`src/rtl/jk_bank_arbiter_if.sv`:
```
// Bundle of requester-side command signals and bank-side results for
// jk_bank_arbiter. The arbiter takes the slave modport; command sources
// (or a bench) take the master modport.
interface jk_bank_arbiter_if #(
    parameter int WIDTH = 4,
    parameter int NREQ  = 3
);
    logic [NREQ-1:0]       req;
    logic [NREQ-1:0]       lock;
    logic [NREQ*WIDTH-1:0] j_bus;
    logic [NREQ*WIDTH-1:0] k_bus;
    logic [NREQ-1:0]       gnt;
    logic [WIDTH-1:0]      q;
    logic                  busy;
    logic [15:0]           conflicts;

    modport master (
        output req, lock, j_bus, k_bus,
        input  gnt, q, busy, conflicts
    );

    modport slave (
        input  req, lock, j_bus, k_bus,
        output gnt, q, busy, conflicts
    );
endinterface

```
`src/rtl/jk_bank_arbiter.sv`:
```
// jk_bank_arbiter: one WIDTH-bit bank of JK flip-flops shared by NREQ
// requesters. A round-robin arbiter with an optional burst lock picks one
// winner per cycle; the winner's per-bit JK command updates the bank at the
// clock edge.
//
// Build option: define JKB_CONFLICT_CNT_EN to build a saturating 16-bit
// counter of cycles with more than one request; otherwise conflicts reads 0.
module jk_bank_arbiter #(
    parameter int WIDTH    = 4,
    parameter int NREQ     = 3,
    parameter int MAX_LOCK = 4
) (
    input  logic          clk,
    input  logic          reset,
    jk_bank_arbiter_if.slave bus
);

    localparam int PW = (NREQ > 1) ? $clog2(NREQ) : 1;
    localparam int CW = $clog2(MAX_LOCK + 1);

    localparam logic [0:0] ST_IDLE   = 1'b0;
    localparam logic [0:0] ST_LOCKED = 1'b1;

    // Arbitration and bank state
    logic [0:0]       state_q, state_d;
    logic [PW-1:0]    ptr_q, ptr_d;
    logic [PW-1:0]    owner_q, owner_d;
    logic [CW-1:0]    cnt_q, cnt_d;
    logic [WIDTH-1:0] q_q, q_d;

    // Arbitration decode
    logic             locked;
    logic             owner_prio;
    logic             forced_exit;
    logic [PW-1:0]    start_idx;
    logic [NREQ-1:0]  cand;
    logic             win_valid;
    logic [PW-1:0]    win_idx;
    logic             xfer;

    // Winner's command and the resulting bank value
    logic [WIDTH-1:0] win_j;
    logic [WIDTH-1:0] win_k;
    logic [WIDTH-1:0] jk_next;

    // Index successor with wrap from NREQ-1 back to 0
    function automatic logic [PW-1:0] next_idx(input logic [PW-1:0] i);
        if (int'(i) == NREQ - 1) begin
            return '0;
        end
        return i + PW'(1);
    endfunction

    assign locked = (state_q == ST_LOCKED);

    // The owner keeps the bank while it still wants it and has burst budget left
    assign owner_prio  = locked && bus.req[owner_q] && bus.lock[owner_q] &&
                         (cnt_q < CW'(MAX_LOCK));
    // Budget exhausted: the owner sits out this cycle
    assign forced_exit = locked && (cnt_q == CW'(MAX_LOCK));

    // On any exit from a burst, the search restarts just after the owner
    assign start_idx = locked ? next_idx(owner_q) : ptr_q;

    // Candidate set for the round-robin search, with the owner masked on forced exit
    always_comb begin
        cand = bus.req;
        if (forced_exit) begin
            cand[owner_q] = 1'b0;
        end
    end

    // Pick the winner: the burst owner if it holds priority, else first candidate from start_idx
    always_comb begin
        int idx;
        idx       = 0;
        win_valid = 1'b0;
        win_idx   = '0;
        if (owner_prio) begin
            win_valid = 1'b1;
            win_idx   = owner_q;
        end else begin
            for (int k = 0; k < NREQ; k++) begin
                idx = (int'(start_idx) + k) % NREQ;
                if (!win_valid && cand[idx]) begin
                    win_valid = 1'b1;
                    win_idx   = PW'(idx);
                end
            end
        end
    end

    // Reset suppresses every grant and therefore every transfer
    assign xfer = win_valid && !reset;

    generate
        for (genvar gi = 0; gi < NREQ; gi++) begin : g_gnt
            assign bus.gnt[gi] = xfer && (win_idx == PW'(gi));
        end
    endgenerate

    assign win_j = bus.j_bus[int'(win_idx)*WIDTH +: WIDTH];
    assign win_k = bus.k_bus[int'(win_idx)*WIDTH +: WIDTH];

    generate
        for (genvar gi = 0; gi < WIDTH; gi++) begin : g_jk
            // Per-bit JK: hold, clear, set, toggle
            always_comb begin
                case ({win_j[gi], win_k[gi]})
                    2'b01:   jk_next[gi] = 1'b0;
                    2'b10:   jk_next[gi] = 1'b1;
                    2'b11:   jk_next[gi] = ~q_q[gi];
                    default: jk_next[gi] = q_q[gi];
                endcase
            end
        end
    endgenerate

    assign q_d = xfer ? jk_next : q_q;

    // Burst FSM and round-robin pointer next state
    always_comb begin
        state_d = state_q;
        owner_d = owner_q;
        cnt_d   = cnt_q;
        ptr_d   = ptr_q;
        if (xfer) begin
            ptr_d = next_idx(win_idx);
            if (owner_prio) begin
                cnt_d = cnt_q + CW'(1);
            end else if (bus.lock[win_idx]) begin
                // Fresh burst, possibly re-entered in the same cycle as an exit
                state_d = ST_LOCKED;
                owner_d = win_idx;
                cnt_d   = CW'(1);
            end else begin
                state_d = ST_IDLE;
                cnt_d   = '0;
            end
        end else if (locked) begin
            // Owner dropped out and nobody else asked: leave the burst anyway
            state_d = ST_IDLE;
            cnt_d   = '0;
            ptr_d   = next_idx(owner_q);
        end
    end

    // State registers with synchronous reset
    always_ff @(posedge clk) begin
        if (reset) begin
            state_q <= ST_IDLE;
            ptr_q   <= '0;
            owner_q <= '0;
            cnt_q   <= '0;
            q_q     <= '0;
        end else begin
            state_q <= state_d;
            ptr_q   <= ptr_d;
            owner_q <= owner_d;
            cnt_q   <= cnt_d;
            q_q     <= q_d;
        end
    end

    assign bus.q    = q_q;
    assign bus.busy = locked;

`ifdef JKB_CONFLICT_CNT_EN
    logic [15:0] conf_q, conf_d;
    logic        multi_req;

    // More than one requester active this cycle
    always_comb begin
        int n;
        n = 0;
        for (int i = 0; i < NREQ; i++) begin
            n = n + int'(bus.req[i]);
        end
        multi_req = (n > 1);
    end

    assign conf_d = (multi_req && (conf_q != 16'hFFFF)) ? conf_q + 16'd1 : conf_q;

    // Saturating contention counter
    always_ff @(posedge clk) begin
        if (reset) begin
            conf_q <= '0;
        end else begin
            conf_q <= conf_d;
        end
    end

    assign bus.conflicts = conf_q;
`else
    assign bus.conflicts = 16'd0;
`endif

endmodule

```
`src/flat_wrapper.sv`:
```
// flat-port wrapper written by rule: the top's interface ports become plain ports
module jk_bank_arbiter_flat 
#(
    parameter int WIDTH    = 4,
    parameter int NREQ     = 3,
    parameter int MAX_LOCK = 4
)
  (clk, reset, bus_req, bus_lock, bus_j_bus, bus_k_bus, bus_gnt, bus_q, bus_busy, bus_conflicts);
  jk_bank_arbiter_if #(.WIDTH(WIDTH), .NREQ(NREQ)) bus_i ();
  input  logic clk;
  input  logic reset;
  input wire logic [$bits(bus_i.req)-1:0] bus_req;
  input wire logic [$bits(bus_i.lock)-1:0] bus_lock;
  input wire logic [$bits(bus_i.j_bus)-1:0] bus_j_bus;
  input wire logic [$bits(bus_i.k_bus)-1:0] bus_k_bus;
  output wire logic [$bits(bus_i.gnt)-1:0] bus_gnt;
  output wire logic [$bits(bus_i.q)-1:0] bus_q;
  output wire logic [$bits(bus_i.busy)-1:0] bus_busy;
  output wire logic [$bits(bus_i.conflicts)-1:0] bus_conflicts;
  assign bus_i.req = bus_req;
  assign bus_i.lock = bus_lock;
  assign bus_i.j_bus = bus_j_bus;
  assign bus_i.k_bus = bus_k_bus;
  assign bus_gnt = bus_i.gnt;
  assign bus_q = bus_i.q;
  assign bus_busy = bus_i.busy;
  assign bus_conflicts = bus_i.conflicts;
  jk_bank_arbiter #(.WIDTH(WIDTH), .NREQ(NREQ), .MAX_LOCK(MAX_LOCK)) u_core (.clk(clk), .reset(reset), .bus(bus_i));
endmodule
```
`config.mk`:
```
export PLATFORM = sky130hd
export DESIGN_NAME = jk_bank_arbiter_flat
export DESIGN_NICKNAME = d
export VERILOG_FILES = /design/src/rtl/jk_bank_arbiter_if.sv /design/src/rtl/jk_bank_arbiter.sv /design/src/flat_wrapper.sv
export SDC_FILE = /design/constraint.sdc
export NUM_CORES = 1
export LEC_CHECK = 0
export CELL_PAD_IN_SITES_DETAIL_PLACEMENT = 0
export CELL_PAD_IN_SITES_GLOBAL_PLACEMENT = 1
export CORE_MARGIN = 5
export CORE_UTILIZATION = 27
export DETAILED_ROUTE_END_ITERATION = 12
export HOLD_SLACK_MARGIN = 0.02
export PLACE_DENSITY_LB_ADDON = 0.1
export SYNTH_ARGS = -nofsm -noshare
export SYNTH_HDL_FRONTEND = slang
export SYNTH_SLANG_ARGS = --single-unit
```
`constraint.sdc`:
```
create_clock -name clk -period 3.08 [get_ports clk]
set_input_delay 0.616 -clock clk [delete_from_list [all_inputs] [get_ports clk]]
set_output_delay 0.616 -clock clk [all_outputs]
set_load 0.01 [all_outputs]
```
# Yosys cells after proc, flatten, opt, wreduce, memory -nomap -nowiden
# Cells that the tools add are included.
# totals
output_inout_bits,24
word_cells,126
register_bits,12
in_bits,32
# op_classes
shifts,2
muxes,50
magnitude_cmp,7
add_sub_neg,5
bitwise,8
div_mod_pow,3
n_eq_ne,17
reduce_logical,26
# op_table
operator,count
32-bit by 4-bit less-than comparator with 1-bit output (second input constant),3
32-bit by 3-bit remainder unit with 32-bit output (second input constant),2
3-bit by 3-bit remainder unit with 32-bit output (second input constant),1
2-bit 2-to-1 mux,12
12-bit by 5-bit indexed part select with 4-bit output,2
1-bit 2-to-1 mux,23
2-bit equality test (second input constant),11
1-bit binary-select mux with 2-bit select,6
3-bit 2-to-1 mux,4
1-bit case mux with 3 select lines,4
3-bit nonzero test,4
1-bit logical AND,11
2-bit by 1-bit equality test with 1-bit output (second input constant),5
2-bit AND reduction,4
2-bit by 3-bit less-than comparator with 1-bit output (second input constant),2
1-bit NOT,6
2-bit by 1-bit adder with 2-bit output (second input constant),2
2-bit by 1-bit adder with 3-bit output (second input constant),1
2-bit by 2-bit adder with 3-bit output (second input constant),1
3-bit by 1-bit adder with 3-bit output (second input constant),1
3-bit AND,1
3-bit equality test (second input constant),1
1-bit logical NOT,3
3-bit less-than comparator (second input constant),1
7 further kinds,7

# Logic depth before layout (Yosys ltp)
# depth
ltp_word,25
depth_mapped,14
ltp_nobuf,12

# Worst setup path after synthesis
# Ideal clock, no wire load.
# synth_path
path_kind,register to output
from,"register u_core.state_q, in the netlist u_core.bus.busy"
to,output bus_gnt[0]
stages_incl_launch_ff,14
path_buffers,1
setup_slack_ns,-0.125
arrival_time_ns,2.589
required_ns,2.464
cell_sequence,dfxtp_1 -> buf_4 -> nor3b_1 -> nor2_1 -> ha_1 -> nor2b_1 -> o31ai_1 -> a21oi_1 -> nor2_1 -> nor4b_2 -> nor3_1 -> nor2_1 -> nand2_1 -> nor2_1
# synth_between
elab_chain_cells,17
elab_cells_between_ends,37
classes_between,add/sub (2); div (3); mux (21); reduce/logical (11)
# synth_rtl
element,line_no,rtl
from (decl),jk_bank_arbiter.sv:25,"logic [0:0] state_q, state_d;"
from (signal assigned),jk_bank_arbiter.sv:157,state_q <= state_d;
"parallel branches: the longest is 16 deep, another holds 32-bit by 3-bit remainder unit with 32-bit output",n/a,
1-bit logical AND (*),jk_bank_arbiter.sv:98,assign bus.gnt[gi] = xfer && (win_idx == PW'(gi));
to (decl),flat_wrapper.sv:16,output wire logic [$bits(bus_i.gnt)-1:0] bus_gnt;
# Mark *: on every way between the ends. The select of a mux whose other input is x is not followed.

# Final worst setup path
# layout_path
from,input bus_req[2]
to,output bus_gnt[1]
# layout_between
elab_chain_cells,17
elab_cells_between_ends,33
classes_between,eq/ne (1); mux (22); bitwise (1); reduce/logical (9)
# layout_rtl
element,line_no,rtl
from (decl),flat_wrapper.sv:12,input wire logic [$bits(bus_i.req)-1:0] bus_req;
3-bit AND (no line),n/a,
3-bit 2-to-1 mux,jk_bank_arbiter.sv:68,if (forced_exit) begin
1-bit binary-select mux with 2-bit select,jk_bank_arbiter.sv:85,if (!win_valid && cand[idx]) begin
1-bit 2-to-1 mux (not written as such) (2 in series),jk_bank_arbiter.sv:85,
1-bit 2-to-1 mux,jk_bank_arbiter.sv:85,
1-bit 2-to-1 mux,jk_bank_arbiter.sv:79,if (owner_prio) begin
1-bit logical NOT,jk_bank_arbiter.sv:85,
1-bit logical AND,jk_bank_arbiter.sv:85,
1-bit 2-to-1 mux,jk_bank_arbiter.sv:85,
1-bit 2-to-1 mux,jk_bank_arbiter.sv:79,
1-bit logical NOT,jk_bank_arbiter.sv:85,
1-bit logical AND,jk_bank_arbiter.sv:85,
2-bit 2-to-1 mux / 1-bit 2-to-1 mux (equally long branches),jk_bank_arbiter.sv:85,
2-bit 2-to-1 mux / 1-bit 2-to-1 mux (equally long branches),jk_bank_arbiter.sv:79,
2-bit by 1-bit equality test with 1-bit output / 1-bit logical AND (equally long branches),"jk_bank_arbiter.sv:98, jk_bank_arbiter.sv:94",
1-bit logical AND (*),jk_bank_arbiter.sv:98,
# Every way passes the cells marked *; elsewhere a longest branch is shown, timed or not. The select of a mux whose other input is x is not followed.

==> impl_metrics.csv <==
group,metric,value,unit
status,status,"finished, violations left",
status,violations,"negative setup slack",
placed_design,hpwl,3.63,mm
final_layout,fin_nets,313,
placed_design,place_area,2030,um^2
synthesis,synth_edf_count,0,
power,p_total,2.94,mW
sta,fmax,313,MHz
run,drv_cap,0,
synthesis,synth_cells,170,
power,peakVddDrop,537,uV
floorplanning,initial_core_util,0.275,
floorplanning,fp.dieW,79.2,um
final_layout,antenna_cells,0,
worst_setup_path,regToRegSetupSlack,0.05,ns
floorplanning,die_h,79.2,um
sta,fin_skew,0.00476,ns
final_layout,final_cell_mix,"64 x buf_4, 36 x clkdlybuf4s50_1, 16 x conb_1",
sta,finalHoldViolCount,0,
sta,min_period_over_period,1.04,
final_layout,fin_util,0.535,
sta,rsz0062_at_grt,"true",
final_layout,fillCellCount,445,
synthesis,synth_ff_type,"dfxtp_1",
route,via_per_inst,4.80,
route,vias,1589,
grt,grt_pass1_wl,7.69,mm
worst_setup_path,end_kind,"output port",
worst_setup_path,crit_required,2.46,ns
floorplanning,row_count,25,
final_layout,area_growth,94.3,%
worst_hold_path,hp-class,"flip-flop to flip-flop",
synthesis,async_reset_ff_frac,0,
sta,setup_slack,-0.117,ns
floorplanning,die-area,6270,um^2
clock_tree,path_clk_slew,0.06,ns
worst_setup_path,critical_path.max_fanout,3,
route,wl_per_cell,14.5,um
synthesis,synth_area,1290,um^2
floorplanning,coreArea,4690,um^2
grt,grt_pass1_vias,1647,
worst_setup_path,critPathKind,"input pin to output port",
synthesis,ys_types,49,
grt,grt_overflow,0,
clock_tree,post_cts_hold_buffer_count,0,
synthesis,synth_area_leaders,"dfxtp_1 19%, buf_4 10%, mux2i_1 6.2%",
clock_tree,clock_latency,0.24,ns
synthesis,synth_top_area_share,0.186,
synthesis,synth_seq_cells,12,
sta,setup_violations,3,
clock_tree,clk_path_buf_depth,2,
route,drt-pass1-iter-count,4,
worst_setup_path,cp.arrival,2.58,ns
route,ant_nets,0,
synthesis,yosysSeqAreaShare,0.186,
synthesis,synth_top_area_cell,"dfxtp_1",
route,drtIter0Drc,31,
clock_tree,cts_sinks,12,
synthesis,syn_area_per_cell,7.60,um^2
synthesis,yosys_warnings,0,
route,wl,4.79,mm
sta,min_period,3.20,ns
sta,fin_hold_ws,0.480,ns
placed_design,portBuffers,39,
sta,report.final.slew_viol_count,0,
clock_tree,cts_tree,"built",
power,total_leakage_power,1.10,nW
final_layout,drive_gt1_frac,0.469,
placed_design,gp_congestion,0.888,
grt,grt_usage,0.154,
final_layout,design_area,2510,um^2
final_layout,layout.cells.most_common,"buf_4",
grt,grt_antenna_before_repair,0,
power,power.density,1170,nW/um^2
clock_tree,cts.htree.levels,1,
worst_setup_path,critPathLaunchType,"input pin",
grt,grt_max_degree,19,
route,drc,0,
clock_tree,cts_buffers,3,
clock_tree,cts-root-buf,"clkbuf_8",
floorplanning,io_pins,56,
==> per-layer routing <==
metal  global-route usage  up-vias  part of all wire
met5                    0        -                 0
met2                0.265       39              0.50
met1                0.188      736              0.43
met3               0.0249       10             0.047
met4               0.0670        0             0.024
li1                     -      804                 -
==> power breakdown <==
| group | switching, mW | leakage, nW | total (mW) | internal, mW |
|---|---|---|---|---|
| combinational | 1.10 | 0.972 | 2.51 | 1.41 |
| clock | 0.0639 | 0.0288 | 0.177 | 0.113 |
| sequential | 0.0388 | 0.101 | 0.250 | 0.211 |
| total | 1.21 | 1.10 | 2.94 | 1.73 |
==> timing repair <==
| item | 4_1_cts | 5_1_grt |
|---|---|---|
| endpoints found under the hold margin | 0 | 0 |
| pin swaps | 15 | 18 |
| gates resized for setup | 41 | 29 |
| setup buffers | 19 | 8 |
| endpoints found under the setup margin | 10 | 10 |
==> path summary, 6_finish.rpt <==
| path | from | end | depth (start not counted) |
|---|---|---|---|
| worst min-delay path | u_core.bus.q[0]$_SDFFE_PP0P_ | u_core.bus.q[0]$_SDFFE_PP0P_ | 2 |
| worst min register to register | u_core.bus.q[0]$_SDFFE_PP0P_ | u_core.bus.q[0]$_SDFFE_PP0P_ | 2 |
| worst max register to register | u_core.bus.busy$_SDFFE_PP0N_ | u_core.bus.q[0]$_SDFFE_PP0P_ | 16 |
| worst max-delay path | bus_req[2] | bus_gnt[1] | 10 |
==> synthesized netlist by cell type, types with 2 or more instances <==
cell and count:
nor2b_1 4, o211a_1 3, nand2_1 13, o21ai_2 4, o211ai_1 5, o32ai_1 2, inv_1 9, a31oi_1 2
or3_2 2, buf_4 18, nor3_1 6, mux2i_1 8, a21o_1 3, a21oi_1 9, nand2b_1 4, o31ai_1 2
buf_2 2, nor2_1 15, buf_6 2, o21ai_0 6, a211oi_1 5, dfxtp_1 12, a22oi_1 4, ha_1 3
nand3_1 3
==> logic make-up (layout without fill, tap and decap cells) <==
group,after synthesis,count (layout),share of synthesized area
AND/OR/NAND/NOR,58,58,0.241
AO/OA/AOI/OAI,55,55,0.314
buffers and inverters,32,124,0.159
flip-flops,12,12,0.186
multiplexers,8,8,0.0620
adder cells (fa/ha/maj),3,3,0.0290
other,1,16,0.00290
XOR/XNOR,1,1,0.00678
==> stage by stage <==
| step | cells | setup slack, ns | setup TNS, ns |
|---|---|---|---|
| 2_1_floorplan | 185 | 0.0508 | 0 |
| 3_3_place_gp | 306 | -0.596 | -2.86 |
| 3_5_place_dp | 306 | -0.595 | -3.00 |
| 4_1_cts | 326 | -0.104 | -0.298 |
| 5_1_grt | 331 | -0.315 | -1.10 |
| 6_report | 331 | -0.117 | -0.331 |
==> worst max-delay path: stages <==
cell and delay [ns]:
clkdlybuf4s50_1 0.51, o21ai_2 0.09, or3_2 0.53, nand3_4 0.14, o31a_1 0.18, nor3_2 0.06
nor2_1 0.16, buf_4 0.14, nor2_2 0.03, buf_2 0.13
==> registers in the layout, indices dropped and copies added, names as in the netlist <==
| register | flops |
|---|---|
| u_core.bus.q | 4 |
| u_core.owner_q | 2 |
| u_core.bus.busy | 1 |
| u_core.ptr_q | 2 |
| u_core.cnt_q | 3 |
==> layout make-up <==
class | count | area (um^2) | share of cell area
clock buffers | 4 | 55.1 | 0.0219
flip-flops and latches | 12 | 246 | 0.0982
inverters | 9 | 33.8 | 0.0135
multi-input cells | 141 | 1150 | 0.458
repair buffers | 111 | 957 | 0.381
well taps | 54 | 67.6 | 0.0269
(Power assumes the default switching activity.)
